==> config.mk <==
export PLATFORM = sky130hd
export DESIGN_NAME = vga_field_scanner
export DESIGN_NICKNAME = d
export VERILOG_FILES = /design/src/rtl/vga_field_scanner.sv
export SDC_FILE = /design/constraint.sdc
export NUM_CORES = 1
export LEC_CHECK = 0
export CAP_MARGIN = 10
export CORE_ASPECT_RATIO = 0.7
export CORE_MARGIN = 8
export CORE_UTILIZATION = 26
export DETAILED_ROUTE_END_ITERATION = 6
export SYNTH_ARGS = -nofsm -noshare
export SYNTH_HDL_FRONTEND = slang
export SYNTH_SLANG_ARGS = --single-unit
==> constraint.sdc <==
create_clock -name clk -period 9.1 [get_ports clk]
set_clock_uncertainty 0.05 [all_clocks]
set_input_delay 1.365 -clock clk [delete_from_list [all_inputs] [get_ports clk]]
set_output_delay 1.365 -clock clk [all_outputs]
set_load 0.02 [all_outputs]
==> src/rtl/vga_field_scanner.sv <==
// vga_field_scanner
//   On every vsync falling edge, walks the BCD field-select mux through all
//   fields. Each select is held for SETTLE cycles before capture. The captured
//   {dec,uni} nibbles go into a shadow bank. The complete bank is then
//   committed to snap in a single edge, so the renderer never sees a torn frame.
//
// Ports
//   clk, reset    clock and asynchronous active-high reset
//   vsync         active-low vertical sync (asynchronous, synchronised here)
//   freeze        inhibits starting new scans (sampled only while idle)
//   dec, uni      BCD digits returned by the mux for the current sel
//   sel           field select to the mux
//   snap          committed snapshot, field k at [8k+7:8k] = {dec,uni}
//   busy          scan in progress
//   frame_done    one-cycle pulse in the cycle that commits snap
//   overrun       sticky: a trigger arrived while busy
//   blink         frame-locked blink flag
//
// Optional feature: define VGA_SCAN_BLINK_EN to enable the blink counter.
// When it is undefined, blink is tied low.

module vga_field_scanner #(
   parameter int unsigned NUM_FIELDS   = 9,
   parameter int unsigned SETTLE       = 2,
   parameter int unsigned BLINK_FRAMES = 30
) (
   input  logic                    clk,
   input  logic                    reset,
   input  logic                    vsync,
   input  logic                    freeze,
   input  logic [3:0]              dec,
   input  logic [3:0]              uni,
   output logic [3:0]              sel,
   output logic [8*NUM_FIELDS-1:0] snap,
   output logic                    busy,
   output logic                    frame_done,
   output logic                    overrun,
   output logic                    blink
);

   localparam int unsigned CW = $clog2(SETTLE + 1);
   localparam logic [CW-1:0] CntLast = CW'(SETTLE - 1);
   localparam logic [3:0]    IdxLast = 4'(NUM_FIELDS - 1);

   if (NUM_FIELDS < 1 || NUM_FIELDS > 16 || SETTLE < 1 || BLINK_FRAMES < 1) begin : gen_param_err
      $error("vga_field_scanner: illegal parameter value");
   end

   typedef enum logic [1:0] {StIdle, StSetup, StCapture, StDone} state_e;

   state_e                  state_q, state_d;
   logic [3:0]              idx_q, idx_d;
   logic [CW-1:0]           cnt_q, cnt_d;
   logic [8*NUM_FIELDS-1:0] shadow_q, shadow_d;
   logic [8*NUM_FIELDS-1:0] snap_q, snap_d;
   logic                    overrun_q, overrun_d;
   logic                    vs_s1_q, vs_s2_q, vs_s3_q;
   logic                    trig_q, trig_d;
   logic [3:0]              dec_c, uni_c;

   // Two-flop synchroniser, then a registered falling-edge detect.
   assign trig_d = vs_s3_q & ~vs_s2_q;

   // Out-of-range nibbles are flagged as F so the renderer can show a blank.
   assign dec_c = (dec > 4'd9) ? 4'hF : dec;
   assign uni_c = (uni > 4'd9) ? 4'hF : uni;

   always_comb begin
      state_d    = state_q;
      idx_d      = idx_q;
      cnt_d      = cnt_q;
      shadow_d   = shadow_q;
      snap_d     = snap_q;
      overrun_d  = overrun_q;
      sel        = 4'd0;
      busy       = (state_q != StIdle);
      frame_done = (state_q == StDone);

      if (trig_q && busy) begin
         overrun_d = 1'b1;
      end

      unique case (state_q)
         StIdle: begin
            if (trig_q && !freeze) begin
               idx_d   = 4'd0;
               cnt_d   = '0;
               state_d = StSetup;
            end
         end
         StSetup: begin
            sel   = idx_q;
            cnt_d = cnt_q + 1'b1;
            if (cnt_q == CntLast) begin
               state_d = StCapture;
            end
         end
         StCapture: begin
            sel = idx_q;
            for (int unsigned k = 0; k < NUM_FIELDS; k++) begin
               if (idx_q == 4'(k)) begin
                  shadow_d[8*k +: 8] = {dec_c, uni_c};
               end
            end
            if (idx_q == IdxLast) begin
               state_d = StDone;
            end else begin
               idx_d   = idx_q + 4'd1;
               cnt_d   = '0;
               state_d = StSetup;
            end
         end
         StDone: begin
            snap_d  = shadow_q;
            state_d = StIdle;
         end
         default: state_d = StIdle;
      endcase
   end

   always_ff @(posedge clk or posedge reset) begin
      if (reset) begin
         state_q   <= StIdle;
         idx_q     <= 4'd0;
         cnt_q     <= '0;
         shadow_q  <= '0;
         snap_q    <= '0;
         overrun_q <= 1'b0;
         vs_s1_q   <= 1'b1;
         vs_s2_q   <= 1'b1;
         vs_s3_q   <= 1'b1;
         trig_q    <= 1'b0;
      end else begin
         state_q   <= state_d;
         idx_q     <= idx_d;
         cnt_q     <= cnt_d;
         shadow_q  <= shadow_d;
         snap_q    <= snap_d;
         overrun_q <= overrun_d;
         vs_s1_q   <= vsync;
         vs_s2_q   <= vs_s1_q;
         vs_s3_q   <= vs_s2_q;
         trig_q    <= trig_d;
      end
   end

   assign snap    = snap_q;
   assign overrun = overrun_q;

`ifdef VGA_SCAN_BLINK_EN
   localparam int unsigned FW = (BLINK_FRAMES > 1) ? $clog2(BLINK_FRAMES) : 1;
   localparam logic [FW-1:0] FcntLast = FW'(BLINK_FRAMES - 1);

   logic [FW-1:0] fcnt_q, fcnt_d;
   logic          blink_q, blink_d;

   // Only committed frames advance the counter; frozen triggers never reach StDone.
   always_comb begin
      fcnt_d  = fcnt_q;
      blink_d = blink_q;
      if (state_q == StDone) begin
         if (fcnt_q == FcntLast) begin
            fcnt_d  = '0;
            blink_d = ~blink_q;
         end else begin
            fcnt_d = fcnt_q + 1'b1;
         end
      end
   end

   always_ff @(posedge clk or posedge reset) begin
      if (reset) begin
         fcnt_q  <= '0;
         blink_q <= 1'b0;
      end else begin
         fcnt_q  <= fcnt_d;
         blink_q <= blink_d;
      end
   end

   assign blink = blink_q;
`else
   assign blink = 1'b0;
`endif

endmodule
==> metrics.txt, run 1 <==
# TYPE chip_impl_metric gauge
chip_impl_metric{name="syn_inst",unit=""} 448
chip_impl_metric{name="num-nets-final",unit=""} 555
chip_impl_metric{name="num_antenna_cells",unit=""} 0
chip_impl_info{name="crit_path_end_kind",value="output port"} 1
chip_impl_info{name="top_layer_used",value="met4"} 1
chip_impl_metric{name="slew_viol_final",unit=""} 0
chip_impl_metric{name="detail_route.vias_per_cell",unit=""} 4.296
chip_impl_metric{name="yosys.area.top_type_share",unit="%"} 62.41
chip_impl_metric{name="final.period_utilization",unit="%"} 43.55
chip_impl_metric{name="worst-endpoint-required",unit="ns"} 7.69
chip_impl_metric{name="cts_htree_levels",unit=""} 4
chip_impl_metric{name="drt-wirelength-per-cell",unit="um"} 16.52
chip_impl_metric{name="tightest_slew",unit="ns"} 1.226
chip_impl_metric{name="groute.usage.overall",unit="%"} 10.00
chip_impl_metric{name="wirelength",unit="mm"} 14.29
chip_impl_info{name="post-synth-top-area-cell",value="dfrtp_1"} 1
chip_impl_metric{name="die-height",unit="um"} 144.9
chip_impl_metric{name="die-area",unit="sq mm"} 0.02901
chip_impl_metric{name="synth.ff_latch_count",unit=""} 157
chip_impl_metric{name="cts.repair_timing.setup_buffer_count",unit=""} 0
chip_impl_metric{name="numClockSinks",unit=""} 157
chip_impl_metric{name="grt_pass1_wl",unit="mm"} 22.80
chip_impl_info{name="post_synth_main_area_contributors",value="dfrtp_1, mux2_2, a21oi_1, o21ai_0, nand2_1"} 1
chip_impl_metric{name="routed_length_on_met3",unit="um"} 826
chip_impl_metric{name="layout-drive-gt1-share",unit="%"} 25.78
chip_impl_info{name="cts_tree",value="yes"} 1
chip_impl_metric{name="switchingPower",unit="W"} 0.0009103
chip_impl_metric{name="number_of_maximum_capacitance_violations",unit=""} 0
chip_impl_info{name="synth_commonest_cells",value="dfrtp_1, mux2_2, a21oi_1, nand2_1, o21ai_0"} 1
chip_impl_metric{name="post_cts_hold_buffer_count",unit=""} 0
chip_impl_metric{name="number_of_global_route_vias_before_repair",unit=""} 4014
chip_impl_info{name="ff_to_ff_start",value="state_q[0]$_DFFE_PP0P_"} 1
chip_impl_metric{name="first_pass_iters",unit=""} 4
chip_impl_metric{name="finalCriticalPeriod",unit="ns"} 3.963
chip_impl_info{name="worst_path_max_delay_cell",value="ha_4"} 1
chip_impl_metric{name="finalWeightedCongestion",unit=""} 0.7190
chip_impl_metric{name="die_w",unit="um"} 200.2
chip_impl_metric{name="mappedNetlistArea",unit="sq mm"} 0.006175
chip_impl_metric{name="r2r_cells",unit=""} 5
chip_impl_info{name="rsz0062_at_grt",value="no"} 1
chip_impl_metric{name="met2_length",unit="mm"} 6.768
chip_impl_metric{name="row_count",unit=""} 47
chip_impl_metric{name="seq_total_area_yosys",unit="%"} 63.69
chip_impl_metric{name="cp.arrival",unit="ns"} 2.55
chip_impl_info{name="path_cells",value="ha_4 -> clkdlybuf4s50_1"} 1
chip_impl_metric{name="synth-async-reset-ratio",unit="%"} 100.0
chip_impl_metric{name="setup_viol",unit=""} 0
chip_impl_metric{name="wirelength_met1",unit="mm"} 6.619
chip_impl_metric{name="floorplan.core_area",unit="sq mm"} 0.02346
chip_impl_info{name="hp-class",value="flop to flop"} 1
chip_impl_metric{name="grt_antenna_before_repair",unit=""} 0
chip_impl_metric{name="p_leak",unit="nW"} 3.185
chip_impl_metric{name="path_clk_slew",unit="ns"} 0.06
chip_impl_metric{name="grt_start_max_net_pins",unit=""} 92
chip_impl_metric{name="port_buffers",unit=""} 90
chip_impl_info{name="ctsRootBufferMaster",value="clkbuf_16"} 1
chip_impl_info{name="cp-start-kind",value="flop"} 1
chip_impl_info{name="worst_r2r_endpoint",value="shadow_q[27]$_DFFE_PP0P_"} 1
chip_impl_metric{name="power.share.combinational",unit="%"} 35.3
chip_impl_metric{name="vias",unit=""} 3716
chip_impl_metric{name="final.setup.tns",unit="ns"} 0
chip_impl_metric{name="clk_latency",unit="ns"} 0.41
chip_impl_metric{name="synthesis.area_per_instance",unit="sq um"} 13.78
chip_impl_info{name="run_status",value="finished clean"} 1
chip_impl_metric{name="hold_violations",unit=""} 0
chip_impl_metric{name="antenna_viol_nets_final",unit=""} 0
chip_impl_info{name="worstSetupEndpoint",value="frame_done"} 1
chip_impl_metric{name="initial_utilization",unit="%"} 26.32
chip_impl_metric{name="tritoncts.num_buffers",unit=""} 17
chip_impl_metric{name="clock_tree.buffer_depth",unit=""} 2
chip_impl_metric{name="remaining_drc_errors",unit=""} 0
chip_impl_metric{name="cts_repair_resize_count",unit=""} 0
chip_impl_metric{name="top_level_ports",unit=""} 92
chip_impl_metric{name="critical_path_peak_fanout",unit=""} 74
chip_impl_metric{name="power.share.switching",unit="%"} 33.49
chip_impl_metric{name="vdd_drop_max",unit="mV"} 0.1453
chip_impl_info{name="yosysMostFrequentCell",value="dfrtp_1"} 1
chip_impl_metric{name="power_density_normalized_to_cell_area",unit="mW/mm^2"} 342.6
chip_impl_metric{name="number_of_enable_flip_flop_cells_after_synthesis",unit=""} 0
chip_impl_metric{name="achievable-frequency",unit="MHz"} 252.4
chip_impl_metric{name="max-slew-margin-rel",unit="%"} 18.28
chip_impl_metric{name="hpwlAfterDp",unit="mm"} 10.00
chip_impl_info{name="synth_flop_cell",value="dfrtp_1"} 1
chip_impl_metric{name="synth_fp_nets",unit=""} 469
chip_impl_metric{name="max_stage_delay",unit="ns"} 0.88
chip_impl_metric{name="power_frac_seq",unit="%"} 39.3
chip_impl_metric{name="worst-r2r-setup-slack",unit="ns"} 6.50
chip_impl_metric{name="grt_overflow_total",unit=""} 0
chip_impl_info{name="path_class",value="flop to output port"} 1
chip_impl_metric{name="multi_input_comb_area",unit="sq mm"} 0.002074
chip_impl_metric{name="synthesis.yosys.warnings",unit=""} 0
chip_impl_metric{name="placed_cells_incl_taps",unit=""} 833
chip_impl_metric{name="drt-initial-drc-count",unit=""} 143
chip_impl_metric{name="total_power",unit="W"} 0.002718
chip_impl_metric{name="share_clk_of_total_power",unit="%"} 25.4
chip_impl_info{name="worst_setup_path_startpoint",value="state_q[0]$_DFFE_PP0P_"} 1
chip_impl_metric{name="final-instance-count-excl-fill",unit=""} 865
chip_impl_metric{name="ys_types",unit=""} 36
chip_impl_metric{name="synthToLayoutAreaGrowth",unit="%"} 28.49
chip_impl_metric{name="layout.filler_cells",unit=""} 2271
chip_impl_metric{name="regArea",unit="sq mm"} 0.003933
chip_impl_metric{name="internal-power",unit="W"} 0.001808
==> critical path, delay by kind of cell (launching register included) <==
family	cells	cell delay [ns]
buffers and inverters	1	0.78
DFF	1	0.47
adders and majority gates	1	0.88
==> through the flow <==
stage               setup slack (ns)  hold slack (ns)  util [%]  instance area (sq um)
floorplan                      3.455           0.2952         -                   6175
global placement               5.575           0.2966     31.33                   7352
detailed placement             5.494           0.2978     31.33                   7352
CTS                            5.049           0.3079     33.81                   7934
global route                   4.963           0.3181     33.81                   7934
finish                         5.137           0.3051     33.81                   7934
==> metal layers <==
layer | vias to the layer above | GRT usage, %
li1 | 1717 | -
met5 | - | 0
met1 | 1899 | 13.12
met2 | 95 | 15.60
met3 | 5 | 3.003
met4 | 0 | 3.253
==> registers in the layout, indices dropped and copies added, names as in the netlist, 2 cells and up <==
name	flops
cnt_q	2
idx_q	4
snap	72
state_q	2
shadow_q	72
==> power groups by stage <==
stage	registers, W	logic [W]	clock network [W]
global route	0.00110	0.00103	0.000735
detailed placement	0.00108	0.000978	0
finish	0.00107	0.000958	0.000692
global placement	0.00107	0.000953	0
floorplan	0.00118	0.000479	0
CTS	0.00107	0.000981	0.000709
==> placed cells by master (no fill, tap or decap), drive strengths merged, types with 2 or more instances in the layout <==
master | Yosys | final
dfrtp | 154 | 154
mux2 | 91 | 91
clkdlybuf4s50 | 0 | 90
o21ai | 32 | 32
a21oi | 31 | 31
nand2 | 31 | 31
nor2 | 27 | 27
clkbuf | 4 | 19
inv | 7 | 13
ha | 9 | 9
nor2b | 6 | 6
nand4b | 5 | 5
and2 | 4 | 4
nor3b | 3 | 3
nand3 | 3 | 3
clkinvlp | 0 | 3
dfstp | 3 | 3
nand2b | 3 | 3
clkinv | 0 | 3
o21a | 2 | 2
a21o | 2 | 2
buf | 21 | 2
==> how the worst min path moves through the flow <==
stage                                  from                 to  slack (ns)  cells after the start
after floorplan           vs_s1_q$_DFF_PP1_  vs_s2_q$_DFF_PP1_        0.30                      0
after global placement    vs_s1_q$_DFF_PP1_  vs_s2_q$_DFF_PP1_        0.30                      0
after detailed placement  vs_s1_q$_DFF_PP1_  vs_s2_q$_DFF_PP1_        0.30                      0
after CTS                 vs_s1_q$_DFF_PP1_  vs_s2_q$_DFF_PP1_        0.31                      0
after global routing      vs_s1_q$_DFF_PP1_  vs_s2_q$_DFF_PP1_        0.32                      0
final                     vs_s1_q$_DFF_PP1_  vs_s2_q$_DFF_PP1_        0.31                      0
==> cells by family after synthesis <==
kind of cell,synth area share [%]
buf+inv,2.918
simple gates,8.044
compound gates,6.646
fa+ha+maj,1.824
mux,16.82
other cells,0.06073
flops,63.69
==> area by class of cell <==
cell class / instances / area share (%)
Clock inverter: 13 / 1.624
Multi-Input combinational cell: 259 / 26.15
Sequential cell: 157 / 49.57
Clock buffer: 19 / 5.709
Tap cell: 318 / 5.015
Timing Repair Buffer: 92 / 11.54
Inverter: 7 / 0.3943
(Power assumes the default switching activity.)
==> run 2, diff against run 1 <==
clock period = 3.9 ns   (was 9.1 ns; I/O delays follow)
==> run 2 against run 1 <==
Effect of this change:
- power is 140% higher
- first-iteration DRC count increased by 11%
- sequential share of layout area decreased by 0.65 points
- global-route usage grew 0.62 points
- non-clock buffer count rose by 8
- setup slack got worse by 4.0 ns
- register-to-register slack worse by 5.1 ns
- critical endpoint is now sel[2]
- core utilization rose by 0.45 points
- clock power grew 150%
- critical path depth is 2 higher
- hold slack better by 0.0011 ns
- via count up 0.81%
==> metrics.txt, run 2 (synthesis gave the netlist of run 1 again) <==
# TYPE chip_impl_metric gauge
chip_impl_metric{name="port_buffers",unit=""} 90
chip_impl_metric{name="grt_antenna_before_repair",unit=""} 0
chip_impl_info{name="global_route.peak_usage_layer",value="met2"} 1
chip_impl_info{name="path_class",value="flop to output port"} 1
chip_impl_metric{name="drt-wirelength-per-cell",unit="um"} 17.18
chip_impl_info{name="ctsRootBufferMaster",value="clkbuf_16"} 1
chip_impl_metric{name="final.setup.tns",unit="ns"} 0
chip_impl_metric{name="final-instance-count-excl-fill",unit=""} 872
chip_impl_info{name="worst_path_max_delay_cell",value="clkdlybuf4s50_1"} 1
chip_impl_metric{name="slew_viol_final",unit=""} 0
chip_impl_metric{name="layout-drive-gt1-share",unit="%"} 26.71
chip_impl_metric{name="number_of_maximum_capacitance_violations",unit=""} 0
chip_impl_metric{name="first_pass_iters",unit=""} 4
chip_impl_metric{name="initial_utilization",unit="%"} 26.32
chip_impl_metric{name="p_leak",unit="nW"} 3.229
chip_impl_metric{name="row_count",unit=""} 47
chip_impl_metric{name="antenna_viol_nets_final",unit=""} 0
chip_impl_metric{name="tritoncts.num_buffers",unit=""} 17
chip_impl_metric{name="achievable-frequency",unit="MHz"} 368.3
chip_impl_metric{name="groute.usage.overall",unit="%"} 10.63
chip_impl_metric{name="die-height",unit="um"} 144.9
chip_impl_metric{name="vdd_drop_max",unit="mV"} 0.3419
chip_impl_metric{name="worst_slack",unit="ns"} 1.185
chip_impl_info{name="cts_tree",value="yes"} 1
chip_impl_metric{name="hold_violations",unit=""} 0
chip_impl_metric{name="top_level_ports",unit=""} 92
chip_impl_metric{name="final.period_utilization",unit="%"} 69.62
chip_impl_metric{name="synthToLayoutAreaGrowth",unit="%"} 30.19
chip_impl_metric{name="max-slew-margin-rel",unit="%"} 31.99
chip_impl_metric{name="worst-endpoint-required",unit="ns"} 3.26
chip_impl_info{name="cp-start-kind",value="flop"} 1
chip_impl_metric{name="total_power",unit="W"} 0.006456
chip_impl_metric{name="die-area",unit="sq mm"} 0.02901
chip_impl_info{name="hp-class",value="flop to flop"} 1
chip_impl_metric{name="gr-usage-met3",unit="%"} 3.092
chip_impl_info{name="run_status",value="finished clean"} 1
chip_impl_metric{name="numClockSinks",unit=""} 157
chip_impl_metric{name="placedInstanceArea",unit="sq mm"} 0.007423
chip_impl_metric{name="drt-initial-drc-count",unit=""} 159
chip_impl_metric{name="grt_overflow_total",unit=""} 0
chip_impl_metric{name="hpwlAfterDp",unit="mm"} 10.53
chip_impl_metric{name="vias",unit=""} 3746
chip_impl_metric{name="die_w",unit="um"} 200.2
chip_impl_metric{name="layout.cell_area.non_filler",unit="sq mm"} 0.008039
chip_impl_metric{name="critical_path_peak_fanout",unit=""} 5
chip_impl_metric{name="placed_cells_incl_taps",unit=""} 841
chip_impl_metric{name="tightest_slew",unit="ns"} 1.020
chip_impl_metric{name="finalWeightedCongestion",unit=""} 0.7760
chip_impl_metric{name="detail_route.vias_per_cell",unit=""} 4.296
chip_impl_metric{name="path_clk_slew",unit="ns"} 0.07
chip_impl_metric{name="remaining_drc_errors",unit=""} 0
chip_impl_metric{name="globalRouteMet1Util",unit="%"} 14.36
chip_impl_metric{name="cts_htree_levels",unit=""} 4
chip_impl_metric{name="num-nets-final",unit=""} 563
chip_impl_metric{name="cts.repair_timing.setup_buffer_count",unit=""} 0
chip_impl_metric{name="max_stage_delay",unit="ns"} 0.61
chip_impl_metric{name="grt_pass1_wl",unit="mm"} 24.00
chip_impl_info{name="commonest_non_fill_non_tap_cells_in_the_layout",value="dfrtp_1, mux2_2, clkdlybuf4s50_1"} 1
chip_impl_metric{name="floorplan.core_area",unit="sq mm"} 0.02346
chip_impl_info{name="crit_path_end_kind",value="output port"} 1
chip_impl_metric{name="clk_latency",unit="ns"} 0.42
chip_impl_metric{name="layout.filler_cells",unit=""} 2258
chip_impl_metric{name="grt_start_max_net_pins",unit=""} 76
chip_impl_metric{name="finalCriticalPeriod",unit="ns"} 2.715
chip_impl_metric{name="num_antenna_cells",unit=""} 0
chip_impl_metric{name="setup_viol",unit=""} 0
chip_impl_metric{name="wirelength",unit="mm"} 14.98
chip_impl_metric{name="power_density_normalized_to_cell_area",unit="mW/mm^2"} 803.0
chip_impl_metric{name="clock_tree.buffer_depth",unit=""} 2
chip_impl_metric{name="cts_repair_resize_count",unit=""} 0
chip_impl_info{name="path_cells",value="inv_1 -> ha_1 -> and2_1 -> clkdlybuf4s50_1"} 1
chip_impl_metric{name="number_of_global_route_vias_before_repair",unit=""} 3986
chip_impl_metric{name="post_cts_hold_buffer_count",unit=""} 0
chip_impl_info{name="layout_commonest_cell",value="dfrtp_1"} 1
chip_impl_metric{name="dpl_worst_slack",unit="ns"} 1.391
chip_impl_info{name="rsz0062_at_grt",value="no"} 1
chip_impl_metric{name="cp.arrival",unit="ns"} 2.08
chip_impl_metric{name="gr_met2_demand_resource",unit="%"} 15.91
run 2: path summary, 6_finish.rpt:
kind                                         from                        to  slack (ns)  depth (start not counted)
setup reg to reg           state_q[0]$_DFFE_PP0P_  shadow_q[23]$_DFFE_PP0P_        1.37                          5
hold reg to reg                 vs_s1_q$_DFF_PP1_         vs_s2_q$_DFF_PP1_        0.31                          0
setup / recovery           state_q[0]$_DFFE_PP0P_                    sel[2]        1.18                          4
min in group asynchronous                   reset  shadow_q[64]$_DFFE_PP0P_        0.46                          2
max in group asynchronous                   reset   shadow_q[9]$_DFFE_PP0P_        2.50                          3
hold / removal                  vs_s1_q$_DFF_PP1_         vs_s2_q$_DFF_PP1_        0.31                          0
run 2: critical path: cells and delay by family (launching register included):
kind / cells / cell delay (ns)
fa+ha+maj: 1 / 0.32
buf+inv: 2 / 0.71
simple gates: 1 / 0.15
flops: 1 / 0.47
run 2: report_power, final:
part	internal, W	switching [W]	leakage [nW]
sequential	0.00217	0.000351	1.61
combinational	0.00113	0.00109	1.34
clock	0.00104	0.000673	0.284
total	0.00434	0.00212	3.23
run 2: layout make-up:
cell class	count	area [sq um]	share of cell area, %
sequential	157	3933	48.92
multi-input combinational	259	2074	25.81
timing repair buffer	100	988.4	12.30
clock buffer	19	452.9	5.634
tap	318	397.9	4.949
clock inverter	12	162.7	2.023
inverter	7	30.03	0.3735
run 2: layer usage:
metal  wire [um]  share of wire (%)
met4         191                1.3
met3         910                6.1
met5           0                  0
met2        6696                 45
met1        7183                 48
run 2: stage by stage:
stage	hold WS, ns	utilization (%)
floorplan	0.2952	-
global placement	0.2966	31.64
detailed placement	0.2981	31.64
CTS	0.3073	34.26
global route	0.3083	34.26
finish	0.3062	34.26
==> run 3, diff against run 2 <==
clock period = 2.4 ns   (was 3.9 ns; I/O delays follow)
==> run 3 against run 2 <==
Effect of this change:
- hold slack got worse by 0.031 ns
- via count increased by 1.4%
- non-clock buffer count rose by 9
- sequential share of layout area fell by 0.65 points
- final cell count up 1.1%
- die area unchanged
- first-iteration DRC count is 28% higher
- power increased by 65%
- clock power up 71%
- critical path type unchanged
- critical endpoint is now busy
==> metrics.txt, run 3 (synthesis gave the netlist of run 1 again) <==
# TYPE chip_impl_metric gauge
chip_impl_info{name="run_status",value="finished clean"} 1
chip_impl_metric{name="cp.arrival",unit="ns"} 1.82
chip_impl_metric{name="post_cts_hold_buffer_count",unit=""} 0
chip_impl_metric{name="layout-drive-gt1-share",unit="%"} 27.66
chip_impl_metric{name="drt-wirelength-per-cell",unit="um"} 17.29
chip_impl_metric{name="power.share.switching",unit="%"} 31.80
chip_impl_metric{name="hpwlAfterDp",unit="mm"} 10.22
chip_impl_metric{name="remaining_drc_errors",unit=""} 0
chip_impl_metric{name="placed_cells_incl_taps",unit=""} 850
chip_impl_metric{name="critical_path_peak_fanout",unit=""} 8
chip_impl_metric{name="die-area",unit="sq mm"} 0.02901
chip_impl_metric{name="finalWeightedCongestion",unit=""} 0.7031
chip_impl_metric{name="achievable-frequency",unit="MHz"} 448.6
chip_impl_metric{name="antenna_viol_nets_final",unit=""} 0
chip_impl_metric{name="worst-endpoint-required",unit="ns"} 1.99
chip_impl_metric{name="max-slew-margin-rel",unit="%"} 66.09
chip_impl_info{name="global_route.peak_usage_layer",value="met2"} 1
chip_impl_metric{name="tritoncts.num_buffers",unit=""} 17
chip_impl_metric{name="grt_antenna_before_repair",unit=""} 1
chip_impl_metric{name="floorplan.core_area",unit="sq mm"} 0.02346
chip_impl_metric{name="number_of_global_route_vias_before_repair",unit=""} 4275
chip_impl_metric{name="num-nets-final",unit=""} 572
chip_impl_info{name="cp-start-kind",value="flop"} 1
chip_impl_info{name="hp-class",value="input pin to flop"} 1
chip_impl_metric{name="power.share.combinational",unit="%"} 34.3
chip_impl_metric{name="final.setup.tns",unit="ns"} 0
chip_impl_metric{name="numClockSinks",unit=""} 157
chip_impl_metric{name="die_w",unit="um"} 200.2
chip_impl_info{name="cts_tree",value="yes"} 1
chip_impl_metric{name="slew_viol_final",unit=""} 0
chip_impl_info{name="crit_path_end_kind",value="output port"} 1
chip_impl_info{name="layout_commonest_cell",value="dfrtp_1"} 1
chip_impl_metric{name="final.period_utilization",unit="%"} 92.88
chip_impl_info{name="rsz0062_at_grt",value="no"} 1
chip_impl_metric{name="grt_overflow_total",unit=""} 0
chip_impl_metric{name="switchingPower",unit="W"} 0.003383
chip_impl_metric{name="finalCriticalPeriod",unit="ns"} 2.229
chip_impl_metric{name="gr-usage-met3",unit="%"} 3.915
chip_impl_metric{name="finish.utilization",unit="%"} 34.74
chip_impl_metric{name="tightest_slew",unit="ns"} 0.5073
chip_impl_metric{name="globalRouteMet1Util",unit="%"} 14.06
chip_impl_metric{name="cts_repair_resize_count",unit=""} 6
chip_impl_metric{name="initial_utilization",unit="%"} 26.32
chip_impl_info{name="ctsRootBufferMaster",value="clkbuf_16"} 1
chip_impl_metric{name="power_frac_seq",unit="%"} 38.1
chip_impl_metric{name="drt-initial-drc-count",unit=""} 203
chip_impl_metric{name="clock_tree.buffer_depth",unit=""} 2
chip_impl_metric{name="number_of_maximum_capacitance_violations",unit=""} 0
chip_impl_info{name="commonest_non_fill_non_tap_cells_in_the_layout",value="dfrtp_1, mux2_2, clkdlybuf4s50_1"} 1
chip_impl_metric{name="port_buffers",unit=""} 90
chip_impl_metric{name="vdd_drop_max",unit="mV"} 0.6700
chip_impl_metric{name="wirelength",unit="mm"} 15.25
chip_impl_metric{name="cts.repair_timing.setup_buffer_count",unit=""} 0
chip_impl_metric{name="top_level_ports",unit=""} 92
chip_impl_metric{name="clk_latency",unit="ns"} 0.43
chip_impl_metric{name="internal-power",unit="W"} 0.007256
chip_impl_metric{name="row_count",unit=""} 47
chip_impl_metric{name="die-height",unit="um"} 144.9
chip_impl_metric{name="power_density_normalized_to_cell_area",unit="mW/mm^2"} 1305
chip_impl_metric{name="vias",unit=""} 3800
chip_impl_metric{name="p_leak",unit="nW"} 3.322
chip_impl_metric{name="final-instance-count-excl-fill",unit=""} 882
chip_impl_metric{name="first_pass_iters",unit=""} 4
chip_impl_metric{name="hold_violations",unit=""} 0
chip_impl_metric{name="groute.usage.overall",unit="%"} 11.11
chip_impl_metric{name="detail_route.vias_per_cell",unit=""} 4.308
chip_impl_metric{name="path_clk_slew",unit="ns"} 0.07
chip_impl_metric{name="share_clk_of_total_power",unit="%"} 27.6
chip_impl_metric{name="total_power",unit="W"} 0.01064
chip_impl_metric{name="grt_start_max_net_pins",unit=""} 90
chip_impl_metric{name="cts_htree_levels",unit=""} 4
chip_impl_metric{name="setup_viol",unit=""} 0
chip_impl_info{name="path_class",value="flop to output port"} 1
chip_impl_metric{name="gr_met2_demand_resource",unit="%"} 17.42
chip_impl_metric{name="num_antenna_cells",unit=""} 0
chip_impl_metric{name="grt_pass1_wl",unit="mm"} 24.72
chip_impl_metric{name="synthToLayoutAreaGrowth",unit="%"} 32.00
==> run 3: changes by cell type in the layout (fill, tap and decap cells not counted), sizes merged <==
cell           before  now
bufinv              3    5
clkinvlp            6    3
clkdlybuf4s50      90   85
clkinv              2    3
buf                10   19
clkbuf             19   21
inv                 8    7
dlygate4sd2         0    5
==> run 3: power groups by stage <==
stage          registers, W  clock network, W  logic [W]
2_1_floorplan       0.00446                 0    0.00182
3_3_place_gp        0.00405                 0    0.00363
3_5_place_dp        0.00410                 0    0.00372
4_1_cts             0.00407           0.00305    0.00372
5_1_grt             0.00418           0.00317    0.00395
6_report            0.00405           0.00294    0.00365
==> run 3: worst paths after layout <==
path | endpoint | cells after the start | startpoint | slack (ns)
worst max-delay path | busy | 4 | state_q[0]$_DFFE_PP0P_ | 0.17
worst min-delay path | vs_s1_q$_DFF_PP1_ | 1 | vsync | 0.28
worst max register to register | shadow_q[59]$_DFFE_PP0P_ | 5 | state_q[0]$_DFFE_PP0P_ | 0.21
worst min register to register | vs_s2_q$_DFF_PP1_ | 0 | vs_s1_q$_DFF_PP1_ | 0.31
max in group asynchronous | shadow_q[14]$_DFFE_PP0P_ | 3 | reset | 1.51
min in group asynchronous | shadow_q[64]$_DFFE_PP0P_ | 3 | reset | 0.37
==> run 3: metrics by stage <==
step                      setup slack [ns]  hold WS, ns  area [sq um]
after floorplan                   0.005570       0.2952          6178
after global placement              0.3381       0.2965          7516
after detailed placement            0.2188       0.2972          7516
after CTS                           0.1591       0.2523          8150
after global routing               0.06880       0.2513          8150
final                               0.1708       0.2755          8150
==> run 3: layout make-up <==
| class | instances | area [sq um] |
|---|---|---|
| Fill cell | 2271 | 15310 |
| Sequential cell | 157 | 3934 |
| Multi-Input combinational cell | 259 | 2074 |
| Timing Repair Buffer | 109 | 1075 |
| Clock buffer | 21 | 450.4 |
| Tap cell | 318 | 397.9 |
| Clock inverter | 11 | 188.9 |
| Inverter | 7 | 30.03 |
==> run 3: critical path, cell delays in order (launching register included) <==
cell and delay [ns]:
dfrtp_2 0.45, inv_1 0.11, ha_1 0.38, inv_1 0.11, dlygate4sd2_1 0.34
==> run 3: layer usage <==
metal	routed length, um	vias up	share of wire [%]
li1	-	1753	-
met1	7291	1952	48
met2	7054	86	46
met3	725	9	4.8
met4	177	0	1.2
met5	0	-	0
